**src/rtl/microwave_timer_ctrl.sv**
```systemverilog
// microwave_timer_ctrl: keypad-entered BCD mm:ss cooking timer with
// pause/resume, per-second duty-cycled power levels and a done beep.
// Time is held as one packed BCD string {minutes, sec_ten, sec_one} so
// keypad entry is a plain 4-bit shift and countdown is a digit-serial borrow.
module microwave_timer_ctrl #(
  parameter int MIN_DIGITS  = 1,
  parameter int CLK_DIV     = 50_000_000,
  parameter int BEEP_CYCLES = 100_000_000
) (
  input  logic                    clk,
  input  logic                    rst,
  input  logic                    key_valid,
  input  logic [3:0]              key_code,
  input  logic                    start,
  input  logic                    stop,
  input  logic                    clear,
  input  logic                    door_closed,
  input  logic [3:0]              power_sel,
  output logic                    m_on,
  output logic [3:0]              sec_one,
  output logic [3:0]              sec_ten,
  output logic [4*MIN_DIGITS-1:0] min_bcd,
  output logic [1:0]              state,
  output logic                    done,
  output logic                    beep
);

  localparam int MW = 4 * MIN_DIGITS;
  localparam int TW = MW + 8;
  localparam int PW = $clog2(CLK_DIV);
  localparam int BW = $clog2(BEEP_CYCLES + 1);

  localparam logic [PW-1:0] PRESC_LAST = PW'(CLK_DIV - 1);
  localparam logic [BW-1:0] BEEP_LAST  = BW'(BEEP_CYCLES - 1);
  localparam logic [3:0]    PWR_FULL   = 4'd10;
  localparam logic [3:0]    PHASE_LAST = 4'd9;

  typedef enum logic [1:0] {
    ST_IDLE  = 2'd0,
    ST_RUN   = 2'd1,
    ST_PAUSE = 2'd2,
    ST_DONE  = 2'd3
  } state_t;

  state_t        state_q, state_d;
  logic [TW-1:0] time_q, time_d;
  logic [3:0]    pwr_q, pwr_d;
  logic [PW-1:0] presc_q, presc_d;
  logic [3:0]    phase_q, phase_d;
  logic [BW-1:0] beep_cnt_q, beep_cnt_d;
  logic          done_q, done_d;

  logic          tick;
  logic          key_ok;
  logic [TW-1:0] time_dec;

  // Out-of-range power selections saturate to full power.
  function automatic logic [3:0] clamp_power(input logic [3:0] p);
    if ((p == 4'd0) || (p > PWR_FULL)) begin
      return PWR_FULL;
    end
    return p;
  endfunction

  // One-second BCD decrement. Digit 0 is seconds units, digit 1 seconds
  // tens (borrows to 5, so an entered 6-9 simply counts down), the rest
  // are decimal minute digits.
  function automatic logic [TW-1:0] bcd_dec(input logic [TW-1:0] t);
    logic [TW-1:0] r;
    logic          borrow;
    r      = t;
    borrow = 1'b1;
    for (int i = 0; i < MIN_DIGITS + 2; i++) begin
      if (borrow) begin
        if (r[4*i +: 4] != 4'd0) begin
          r[4*i +: 4] = r[4*i +: 4] - 4'd1;
          borrow      = 1'b0;
        end else begin
          r[4*i +: 4] = (i == 1) ? 4'd5 : 4'd9;
        end
      end
    end
    return r;
  endfunction

  assign tick     = (state_q == ST_RUN) && (presc_q == PRESC_LAST);
  assign key_ok   = key_valid && (key_code <= 4'd9);
  assign time_dec = bcd_dec(time_q);

  // Next-state and datapath update; priority clear > stop > door > start > tick > key.
  always_comb begin
    state_d    = state_q;
    time_d     = time_q;
    pwr_d      = pwr_q;
    presc_d    = presc_q;
    phase_d    = phase_q;
    beep_cnt_d = beep_cnt_q;
    done_d     = 1'b0;

    case (state_q)
      ST_IDLE: begin
        if (clear) begin
          time_d = '0;
        end else if (stop) begin
          time_d = time_q;
        end else if (start) begin
          if (door_closed && (time_q != '0)) begin
            state_d = ST_RUN;
            pwr_d   = clamp_power(power_sel);
            presc_d = '0;
            phase_d = 4'd0;
          end
        end else if (key_ok) begin
          time_d = {time_q[TW-5:0], key_code};
        end
      end

      ST_RUN: begin
        if (clear) begin
          state_d = ST_IDLE;
          time_d  = '0;
        end else if (stop || !door_closed) begin
          state_d = ST_PAUSE;
        end else if (tick) begin
          presc_d = '0;
          phase_d = (phase_q == PHASE_LAST) ? 4'd0 : phase_q + 4'd1;
          time_d  = time_dec;
          if (time_dec == '0) begin
            state_d    = ST_DONE;
            beep_cnt_d = '0;
            done_d     = 1'b1;
          end
        end else begin
          presc_d = presc_q + PW'(1);
        end
      end

      ST_PAUSE: begin
        if (clear || stop) begin
          state_d = ST_IDLE;
          time_d  = '0;
        end else if (start && door_closed) begin
          state_d = ST_RUN;
          presc_d = '0;
          phase_d = 4'd0;
        end
      end

      ST_DONE: begin
        time_d = '0;
        if (clear || stop || start) begin
          state_d = ST_IDLE;
        end else if (beep_cnt_q == BEEP_LAST) begin
          state_d = ST_IDLE;
        end else begin
          beep_cnt_d = beep_cnt_q + BW'(1);
        end
      end

      default: begin
        state_d = ST_IDLE;
      end
    endcase
  end

  // Register stage with synchronous reset to the idle/cleared values.
  always_ff @(posedge clk) begin
    if (rst) begin
      state_q    <= ST_IDLE;
      time_q     <= '0;
      pwr_q      <= PWR_FULL;
      presc_q    <= '0;
      phase_q    <= 4'd0;
      beep_cnt_q <= '0;
      done_q     <= 1'b0;
    end else begin
      state_q    <= state_d;
      time_q     <= time_d;
      pwr_q      <= pwr_d;
      presc_q    <= presc_d;
      phase_q    <= phase_d;
      beep_cnt_q <= beep_cnt_d;
      done_q     <= done_d;
    end
  end

  // Door is used directly so opening it kills the magnetron in the same cycle.
  assign m_on    = (state_q == ST_RUN) && door_closed && (phase_q < pwr_q);
  assign sec_one = time_q[3:0];
  assign sec_ten = time_q[7:4];
  assign min_bcd = time_q[TW-1:8];
  assign state   = state_q;
  assign done    = done_q;
  assign beep    = (state_q == ST_DONE);

endmodule

```
**config.mk**
```make
export PLATFORM = sky130hd
export DESIGN_NAME = microwave_timer_ctrl
export DESIGN_NICKNAME = d
export VERILOG_FILES = /design/src/rtl/microwave_timer_ctrl.sv
export SDC_FILE = /design/constraint.sdc
export NUM_CORES = 1
export LEC_CHECK = 0
export CORE_MARGIN = 2
export CORE_UTILIZATION = 50
export DETAILED_ROUTE_END_ITERATION = 7
export DONT_BUFFER_PORTS = 1
export GPL_TIMING_DRIVEN = 0
export PLACE_DENSITY = 0.76
export REMOVE_ABC_BUFFERS = 1
export SYNTH_ARGS = -nofsm -noshare
export SYNTH_HDL_FRONTEND = slang
export SYNTH_SLANG_ARGS = --single-unit
export TNS_END_PERCENT = 10
```
**constraint.sdc**
```tcl
create_clock -name clk -period 2.4 [get_ports clk]
set_input_delay 0.36 -clock clk [delete_from_list [all_inputs] [get_ports clk]]
set_output_delay 0.36 -clock clk [all_outputs]
set_load 0.02 [all_outputs]
```
# Word level (Yosys, flattened, before mapping)
# Index checks and enable logic that the tools add are counted.
[op_classes]
add_sub_neg = 6
n_lt_le_gt_ge = 3
eq_ne = 28
mux = 67
bitwise_logic = 4
reduce_logical = 27
[ops]
columns = ["operator", "n"]
rows = [
  ["26-bit two-way mux", 9],
  ["27-bit two-way mux", 6],
  ["12-bit two-way mux", 8],
  ["26-bit one-hot mux with 3 select lines", 1],
  ["4-bit two-way mux", 17],
  ["27-bit one-hot mux with 2 select lines", 1],
  ["12-bit one-hot mux with 4 select lines", 1],
  ["27-bit by 1-bit adder with 27-bit output, second input constant", 1],
  ["27-bit == test, second input constant", 1],
  ["26-bit by 1-bit adder with 26-bit output, second input constant", 1],
  ["26-bit == test, second input constant", 1],
  ["2-bit two-way mux", 12],
  ["2-bit != test, second input constant", 12],
  ["3-bit != test, second input constant", 6],
  ["12-bit logical NOT", 1],
  ["4-bit one-hot mux with 3 select lines", 1],
  ["12-bit nonzero test", 1],
  ["4-bit nonzero test", 3],
  ["4-bit by 1-bit subtractor with 4-bit output, second input constant", 3],
  ["1-bit two-way mux", 10],
  ["10-bit AND reduction", 1],
  ["9-bit AND reduction", 1],
  ["2-bit one-hot mux with 4 select lines", 1],
  ["8-bit AND reduction", 1],
  ["23 further kinds", 35],
]
[totals]
register_bits = 76
in_bits = 15
output_inout_bits = 17
elab_cells = 142

# Longest topological paths before layout
# Gate-level depths: netlist of the first run.
[depth]
word_depth = 11
depth_mapped = 10
mapped_depth_nobuf = 7

# Least setup slack after synthesis of the first run
# No wires, ideal clock.
[synth_path]
path_type = "register to output"
start = "reg pwr_q[1]"
end = "out m_on"
arrival_time_ns = 2.050
required_ns = 2.040
slack_ns = -0.010
path_stages_with_launch = 6
n_path_buf = 0
path_cell_list = "dfxtp_1 inv_1 ha_1 a21o_1 a21o_1 a2111oi_0"
[synth_between]
elab_chain_len = 2
[synth_rtl]
columns = ["item", "line", "source"]
rows = [
  ["start: declaration", "47", "logic [3:0] pwr_q, pwr_d;"],
  ["start signal: assignment", "179", "pwr_q <= pwr_d;"],
  ["4-bit < comparator", "188", "assign m_on = (state_q == ST_RUN) && door_closed && (phase_q < pwr_q);"],
  ["1-bit logical AND", "188", ""],
  ["end: declaration", "19", "output logic m_on,"],
]
# No other way between the ends.

# Final worst setup path of the first run
[layout_path]
start = "reg presc_q[9]"
end = "reg phase_q[3]"
[layout_between]
elab_chain_len = 4
[layout_rtl]
columns = ["item", "line", "source"]
rows = [
  ["start: declaration", "48", "logic [PW-1:0] presc_q, presc_d;"],
  ["start signal: assignment", "180", "presc_q <= presc_d;"],
  ["26-bit == test", "86", "assign tick = (state_q == ST_RUN) && (presc_q == PRESC_LAST);"],
  ["1-bit logical AND", "86", ""],
  ["2-bit != test (no line)", "--", ""],
  ["10-bit AND reduction (no line)", "--", ""],
  ["end signal: assignment", "181", "phase_q <= phase_d;"],
  ["end: declaration", "49", "logic [3:0] phase_q, phase_d;"],
]
# No other way between the ends.
# A chain may end at the register's enable or synchronous reset.

==> results of run 1 <==
==> placed cells by master, fill, tap and decap left out, types with 7 or more instances in the layout <==
| cell | count |
|---|---|
| dfxtp_2 | 8 |
| nand4_1 | 11 |
| dfxtp_1 | 68 |
| nor2_1 | 91 |
| or3_1 | 9 |
| a21oi_1 | 19 |
| xor2_1 | 33 |
| buf_4 | 7 |
| inv_1 | 11 |
| clkbuf_8 | 10 |
| o21ai_0 | 29 |
| nand3_1 | 16 |
| a211oi_1 | 7 |
| nor4_4 | 7 |
| nor4_1 | 8 |
| nor3_1 | 21 |
| xnor2_1 | 14 |
| and3_1 | 8 |
| nand2_1 | 36 |
==> where the power goes <==
part	internal, mW	switching (mW)
clock network	0.516	0.521
logic	0.325	0.533
registers	1.34	0.275
total	2.18	1.33
==> kinds of logic (layout without fill, tap and decap cells) <==
group                    after synthesis  in the layout  synth area share
multiplexers                           2              2           0.00478
AO/OA/AOI/OAI                         95             95             0.147
flip-flops                            76             76             0.363
buffers and inverters                 36             37            0.0355
XOR/XNOR                              47             47            0.0982
adder cells (fa/ha/maj)                7              7            0.0209
AND/OR/NAND/NOR                      261            262             0.331
==> final cells by class <==
cell class | instances | area share
clock buffer | 10 | 0.0292
clock inverter | 6 | 0.0149
inverter | 11 | 0.00877
multi-input combinational | 413 | 0.572
sequential | 76 | 0.325
tap | 105 | 0.0279
timing repair buffer | 10 | 0.0221
==> what timing repair did <==
action | CTS | global route
gates resized for setup | 16 | 18
pin swaps | 5 | 4
gates cloned | 1 | 0
hold endpoints to repair | 0 | 0
setup buffers | 8 | 1
endpoints found under the setup margin | 60 | 67
==> final timing paths <==
check             startpoint    endpoint  depth (start not counted)  slack [ns]
setup reg to reg  presc_q[9]  phase_q[3]                          6        0.07
setup / recovery  presc_q[9]  phase_q[3]                          6        0.07
hold / removal           rst   time_q[1]                          1        0.06
hold reg to reg     pwr_q[0]    pwr_q[0]                          2        0.47
==> registers in the layout, summed over array words and instances (netlist names) <==
| signal | cells |
|---|---|
| done | 1 |
| time_q | 12 |
| presc_q | 26 |
| phase_q | 4 |
| pwr_q | 4 |
| state | 2 |
| beep_cnt_q | 27 |
==> metal layers <==
metal  global-route usage  vias to the layer above  part of all wire
met5                    0                        -                 0
met4               0.0595                        0             0.014
met3               0.0498                       14             0.060
met2                0.369                      104              0.47
met1                0.292                     1797              0.46
li1                     -                     1869                 -
==> worst max-delay path, stage by stage, from the launching register on <==
cell,delay (ns)
dfxtp_1,0.40
nor4b_1,0.30
nand3_1,0.12
or4_1,0.62
nor4_4,0.28
or3b_1,0.39
a21oi_1,0.15
==> qor.txt, run 1 <==
Slew @ Worst Pin = 0.792 ns
DRC viols = 0
Worst hold path class = primary input to register
Netlist cell types = 56
First drt pass iteration count = 6
Most common cell in the netlist = nor2_1
Core ar. = 0.00818 sq mm
Clock Skew = 0.0210 ns
CTS clk-pin slew, worst paths = 0.10 ns
Hold-fix buffers at CTS = 0
Synth area leaders = dfxtp_1, nor2_1, xor2_1
Dominant cell type by area after synthesis = dfxtp_1
FMAX = 430 MHz
Die width = 95.5 um
CP max FO = 7
PortBufs = 0
GR Overflow Total = 0
Fillers = 709
Hold Fails Final Rpt = 0
Peak supply drop = 0.376 mV
Gr usage total = 0.223
First-pass GRT wire length = 16,300 um
Clock Path Buffers = 2
Layout area overhead = 12.3%
Outcome = finished, final reports clean
Antenna cell count = 0
Seq cells post-synth = 76
Post-Layout Cell Count = 631
CTS buffer count = 9
RSZ-0062 raised after global routing = true
Share of layout cells above drive strength 1 = 0.124
Register area share after synthesis = 0.363
Via-per-instance ratio = 6.00
Max-slew violations = 0
Leakage power = 1.62 nW
CP startpoint kind = register
Initial antenna violation count = 0
Height of the chip = 95.5 um
FF/Latch Area = 0.00153 sq mm
Htree depth = 3
Total Nets Final = 543
YS warnings = 0
Synth Instances = 524
Post-Place Setup Slack = -0.813 ns
Pwr Density = 746 mW/mm^2
Design area = 0.00471 sq mm
Iter 0 DRT Violations = 229
DRT antenna net count = 0
Period utilization = 0.970
Ys flop type = dfxtp_1
Netlist Area Pre-Place = 0.00419 sq mm
Min Tclk post-route = 2.33 ns
Row cnt = 33
Total power = 3.51 mW
Yosys top cell area share = 0.363
EDFF count, synth = 0
Largest net degree at the start of global routing = 30
Fin util = 0.576
Clk sinks = 76
Setup TNS = 0 ns
# IOs = 32
Final Setup Violations = 0
Multi-input logic area = 0.00269 sq mm
Maxcap violations = 0
Critical Path RT = 2.69 ns
Die area = 0.00913 sq mm
RD Place Congestion = 0.901
Hold slack = 0.0569 ns
Crit Path Category = register to register
CTS tree = yes
Relative slew margins = 0.469
Arrival time worst endpoint = 2.61 ns
Fraction of registers with async set/reset = 0
Dpl cell area = 0.00423 sq mm
Initial Util = 0.513
Wirelength per Cell = 15.7 um
Worst-skew pair later-pin latency = 0.36 ns
Vias = 3,784
Final setup margin = 0.0727 ns
Synth cell count leaders = nor2_1, dfxtp_1, nand2_1, xor2_1, o21ai_0
Final WL = 9880 um
Kind of end point of the critical path = register
DP HPWL = 6260 um
Vias in the first global route = 3,479
Cells after DPL = 605
Syn Area/Cell = 8.00 sq um
Root Buffer = clkbuf_8
Power figures use the tool's default switching activity.
==> run 2, diff against run 1 <==
--- a/config.mk
+++ b/config.mk
@@ -6,11 +6,11 @@
 export NUM_CORES = 1
 export LEC_CHECK = 0
 export CORE_MARGIN = 2
-export CORE_UTILIZATION = 50
+export CORE_UTILIZATION = 35
 export DETAILED_ROUTE_END_ITERATION = 7
 export DONT_BUFFER_PORTS = 1
 export GPL_TIMING_DRIVEN = 0
-export PLACE_DENSITY = 0.76
+export PLACE_DENSITY = 0.6
 export REMOVE_ABC_BUFFERS = 1
 export SYNTH_ARGS = -nofsm -noshare
 export SYNTH_HDL_FRONTEND = slang
==> qor.txt, run 2 (same netlist as run 1, synthesis figures left out) <==
Design area = 0.00486 sq mm (+3.3%)
Critical R2R Capture = beep_cnt_q[18]
Maxcap violations = 0 (unchanged)
Antenna cell count = 0 (unchanged)
Die width = 113 um (+19%)
Fin util = 0.420 (-0.155)
# IOs = 32 (unchanged)
Htree depth = 3 (unchanged)
Max-slew violations = 0 (unchanged)
Setup TNS = 0 ns (unchanged)
Row cnt = 39 (+18%)
Dpl cell area = 0.00428 sq mm (+1.2%)
Post-Place Setup Slack = -0.803 ns (+0.00978 ns)
RD Place Congestion = 0.823 (-8.7%)
Relative slew margins = 0.400 (-0.0685)
PortBufs = 0 (unchanged)
Cells after DPL = 643 (+6.3%)
Reg2reg setup slack = 0.01 ns (-0.06 ns)
Initial antenna violation count = 0 (unchanged)
Min Tclk post-route = 2.39 ns (+0.0608 ns)
Most frequent cells in the layout = nor2_1, dfxtp_1, nand2_1
Peak supply drop = 0.433 mV (+15%)
Share of layout cells above drive strength 1 = 0.113 (-0.0110)
Largest reg by FF count = beep_cnt_q
Initial Util = 0.362 (-0.150)
Most common cell after layout, fill and taps aside = nor2_1
Worst r2r path cells = 9 (+3)
CP max FO = 7 (unchanged)
Height of the chip = 113 um (+19%)
Worst hold path class = primary input to register
Worst-skew pair later-pin latency = 0.33 ns (-0.03 ns)
Via-per-instance ratio = 5.63 (-6.2%)
Layout area overhead = 16.0%
Total Nets Final = 541 (-0.37%)
Period utilization = 0.995 (+0.0253)
Core ar. = 0.0116 sq mm (+41%)
Clock Skew = 0.00798 ns (-0.0130 ns)
DP HPWL = 6550 um (+4.6%)
CP startpoint kind = register
Largest net degree at the start of global routing = 30 (unchanged)
Die area = 0.0129 sq mm (+41%)
CP endpoint = beep_cnt_q[18]
CTS clk-pin slew, worst paths = 0.06 ns (-0.04 ns)
DRT antenna net count = 0 (unchanged)
FMAX = 419 MHz (-2.5%)
Clock Path Buffers = 2 (unchanged)
Number of flip-flops in the largest register = 27 (unchanged)
Final WL = 10,100 um (+2.4%)
First-pass GRT wire length = 17,200 um (+5.5%)
CTS tree = yes
Largest regs = beep_cnt_q (27), presc_q (26), time_q (12)
Reg2reg start = time_q[6]
Vias in the first global route = 3,600 (+3.5%)
Hold-fix buffers at CTS = 0 (unchanged)
Crit Path Category = register to register
Slew @ Worst Pin = 0.895 ns (+0.102 ns)
CTS buffer count = 9 (unchanged)
DRC viols = 0 (unchanged)
Outcome = finished, final reports clean
Pwr Density = 807 mW/mm^2 (+8.2%)
Wirelength per Cell = 15.2 um (-3.1%)
Clk sinks = 76 (unchanged)
Final Setup Violations = 0 (unchanged)
Kind of end point of the critical path = register
Leakage power = 1.65 nW (+2.1%)
Final setup margin = 0.0119 ns (-0.0608 ns)
Root Buffer = clkbuf_16
Iter 0 DRT Violations = 138 (-40%)
Gr usage total = 0.166 (-0.0568)
Vias = 3,753 (-0.82%)
GR Overflow Total = 0 (unchanged)
RSZ-0062 raised after global routing = true
Critical Path Source = time_q[6]
Hold Fails Final Rpt = 0 (unchanged)
First drt pass iteration count = 4 (-2)
Post-Layout Cell Count = 667 (+5.7%)
Critical Path RT = 2.61 ns (-0.08 ns)
Fillers = 1,123 (+58%)
Arrival time worst endpoint = 2.60 ns (about the same)
==> run 2: changes by cell type in the layout (fill, tap and decap cells not counted), sizes merged <==
cell	change
buf	-2
inv	-2
clkbuf	+2
clkinv	+1
bufinv	+1
clkinvlp	-2
==> run 2: layout make-up <==
cell class | instances | area, sq um | share of cell area
Clock buffer | 12 | 246 | 0.0507
Tap cell | 143 | 179 | 0.0368
Inverter | 11 | 41.3 | 0.00849
Multi-Input combinational cell | 413 | 2720 | 0.559
Clock inverter | 4 | 72.6 | 0.0149
Timing Repair Buffer | 8 | 75.1 | 0.0154
Sequential cell | 76 | 1530 | 0.315
==> run 2: what timing repair did <==
action	CTS	global route
endpoints found under the setup margin	64	67
endpoints found under the hold margin	0	0
pin swaps	2	5
gates cloned	1	0
resized for setup	18	21
buffers inserted	5	2
==> run 2: stage by stage <==
step | hold WS [ns] | power (mW)
global route | 0.0721 | 4.15
CTS | 0.0707 | 3.88
finish | 0.0912 | 3.92
floorplan | 0.429 | 2.15
detailed placement | 0.435 | 2.35
global placement | 0.434 | 2.33
==> run 2: where the power goes <==
group	internal (mW)	switching [mW]	leakage, nW
logic	0.327	0.535	0.882
clock network	0.937	0.507	0.153
registers	1.34	0.277	0.617
==> run 2: worst max-delay path, cell delays in order (launching register included) <==
cell and delay [ns]:
dfxtp_1 0.46, nor4_4 0.43, nand3_2 0.24, nor4_4 0.30, buf_6 0.18, buf_4 0.12
buf_4 0.12, o2111ai_1 0.15, xor2_1 0.20, nor2_1 0.05
==> run 2: worst min path at each step <==
stage | startpoint | to | slack (ns) | depth (start not counted)
2_1_floorplan | rst | phase_q[1] | 0.43 | 1
6_report | rst | done | 0.09 | 1
4_1_cts | rst | state[1] | 0.07 | 1
3_5_place_dp | rst | presc_q[6] | 0.43 | 1
3_3_place_gp | rst | phase_q[1] | 0.43 | 1
5_1_grt | rst | done | 0.07 | 1
==> run 2: layer usage <==
layer	GRT usage	part of all wire
met2	0.263	0.47
met4	0.0577	0.015
met3	0.0542	0.038
met1	0.213	0.48
met5	0	0
==> run 3, diff against run 2 <==
--- a/config.mk
+++ b/config.mk
@@ -6,12 +6,14 @@
 export NUM_CORES = 1
 export LEC_CHECK = 0
 export CORE_MARGIN = 2
-export CORE_UTILIZATION = 35
+export CORE_UTILIZATION = 64
+export CTS_CLUSTER_DIAMETER = 80
 export DETAILED_ROUTE_END_ITERATION = 7
 export DONT_BUFFER_PORTS = 1
 export GPL_TIMING_DRIVEN = 0
-export PLACE_DENSITY = 0.6
+export PLACE_DENSITY = 0.91
 export REMOVE_ABC_BUFFERS = 1
+export SKIP_LAST_GASP = 1
 export SYNTH_ARGS = -nofsm -noshare
 export SYNTH_HDL_FRONTEND = slang
 export SYNTH_SLANG_ARGS = --single-unit
==> qor.txt, run 3 (same netlist as run 1, synthesis figures left out) <==
CTS tree = yes
Initial Util = 0.660 (+0.298)
Leakage power = 1.67 nW (+0.90%)
Final Setup Violations = 2 (+2)
Pwr Density = 793 mW/mm^2 (-1.7%)
Iter 0 DRT Violations = 442 (+220%)
Hold slack = 0.0534 ns (-0.0379 ns)
DP HPWL = 6530 um (-0.27%)
First-pass GRT wire length = 17,700 um (+2.9%)
Die area = 0.00721 sq mm (-44%)
RD Place Congestion = 0.880 (+7.0%)
Hold-fix buffers at CTS = 0 (unchanged)
Post-Place Setup Slack = -0.870 ns (-0.0663 ns)
Dpl cell area = 0.00420 sq mm (-2.0%)
Clock Skew = 0.0125 ns (+0.00455 ns)
Slew @ Worst Pin = 1.30 ns (+0.409 ns)
Kind of end point of the critical path = register
Min Tclk post-route = 2.41 ns (+0.0172 ns)
Hold Fails Final Rpt = 0 (unchanged)
Post-Layout Cell Count = 606 (-9.1%)
Height of the chip = 84.9 um (-25%)
First drt pass iteration count = 5 (+1)
FMAX = 416 MHz (-0.71%)
Arrival time worst endpoint = 2.62 ns (+0.02 ns)
Failing checks = setup timing
Design area = 0.00472 sq mm (-2.8%)
Wirelength per Cell = 18.6 um (+23%)
PortBufs = 0 (unchanged)
Htree depth = 3 (unchanged)
Critical Path RT = 2.62 ns (about the same)
Number of flip-flops in the largest register = 27 (unchanged)
Via-per-instance ratio = 6.70 (+19%)
Gr usage total = 0.300 (+0.134)
Row cnt = 29 (-26%)
Vias in the first global route = 3,834 (+6.5%)
Vias = 4,061 (+8.2%)
Root Buffer = clkbuf_8
Total Nets Final = 546 (+0.92%)
CTS buffer count = 9 (unchanged)
Period utilization = 1.00 (+0.00715)
DRT antenna net count = 0 (unchanged)
Antenna cell count = 0 (unchanged)
DRC viols = 0 (unchanged)
Clock Path Buffers = 2 (unchanged)
CTS clk-pin slew, worst paths = 0.09 ns (+0.03 ns)
Largest regs = beep_cnt_q (27), presc_q (26), time_q (12)
RSZ-0062 raised after global routing = true
GR Overflow Total = 0 (unchanged)
Share of layout cells above drive strength 1 = 0.140 (+0.0273)
Outcome = finished with violations
CP max FO = 27 (+20)
Maxcap violations = 0 (unchanged)
# IOs = 32 (unchanged)
Cells after DPL = 577 (-10%)
Largest net degree at the start of global routing = 30 (unchanged)
Final WL = 11,300 um (+12%)
Final setup margin = -0.00530 ns (-0.0172 ns)
Worst-skew pair later-pin latency = 0.36 ns (+0.03 ns)
Layout area overhead = 12.8%
Max-slew violations = 0 (unchanged)
Peak supply drop = 0.623 mV (+44%)
Fin util = 0.744 (+0.324)
Initial antenna violation count = 0 (unchanged)
CP startpoint kind = register
Clk sinks = 76 (unchanged)
Relative slew margins = 0.124 (-0.276)
Largest reg by FF count = beep_cnt_q
Most frequent cells in the layout = nor2_1, dfxtp_1, nand2_1
Core ar. = 0.00635 sq mm (-45%)
Most common cell after layout, fill and taps aside = nor2_1
Crit Path Category = register to register
Die width = 84.9 um (-25%)
Worst hold path class = primary input to register
## run 3: cell types whose count changed in the layout (fill, tap and decap cells not counted), moves of 6 or more
cell	before	now
buf_4	5	11
clkbuf_16	9	0
clkbuf_8	1	11
dfxtp_1	70	59
dfxtp_2	5	16
## run 3: final timing paths
check / startpoint / end / slack, ns / depth (start not counted)
worst min register to register: pwr_q[0] / pwr_q[0] / 0.48 / 2
worst max-delay path: time_q[8] / beep_cnt_q[17] / -0.005 / 6
worst max register to register: time_q[8] / beep_cnt_q[17] / -0.005 / 6
worst min-delay path: rst / time_q[7] / 0.05 / 1
## run 3: power by group
group	total, mW	leakage, nW	internal (mW)	switching [mW]
logic	0.897	0.918	0.332	0.565
registers	1.62	0.622	1.34	0.278
clock network	1.23	0.127	0.747	0.481
## run 3: layer usage
metal	share of wire	up-vias	track usage
met5	0	-	0
met4	0.035	0	0.123
met3	0.094	46	0.0681
met2	0.48	229	0.502
met1	0.39	1909	0.375
li1	-	1877	-
## run 3: critical path, stage by stage (launching register included)
cell	delay [ns]
dfxtp_1	0.43
nor4_4	0.44
nand3_2	0.22
nor4_4	0.41
buf_6	0.19
or2_2	0.44
nor2_1	0.13
## run 3: timing repair
item,CTS,global route
hold endpoints to repair,0,0
setup endpoints to repair,57,66
gates resized for setup,25,19
gates cloned,2,0
pin swaps,6,5
setup buffers,9,2
## run 3: layout make-up
class,instances,area (sq um)
inverters,11,41.3
well taps,77,96.3
flip-flops and latches,76,1550
clock inverters,4,95.1
repair buffers,13,105
clock buffers,12,155
fillers,417,1630
multi-input cells,413,2690
## run 3: through the flow
step | power (mW) | setup TNS [ns]
finish | 3.75 | -0.00892
global route | 3.90 | -3.83
CTS | 3.64 | -0.0469
detailed placement | 2.33 | -34.83
global placement | 2.30 | -31.04
floorplan | 2.15 | -2.11
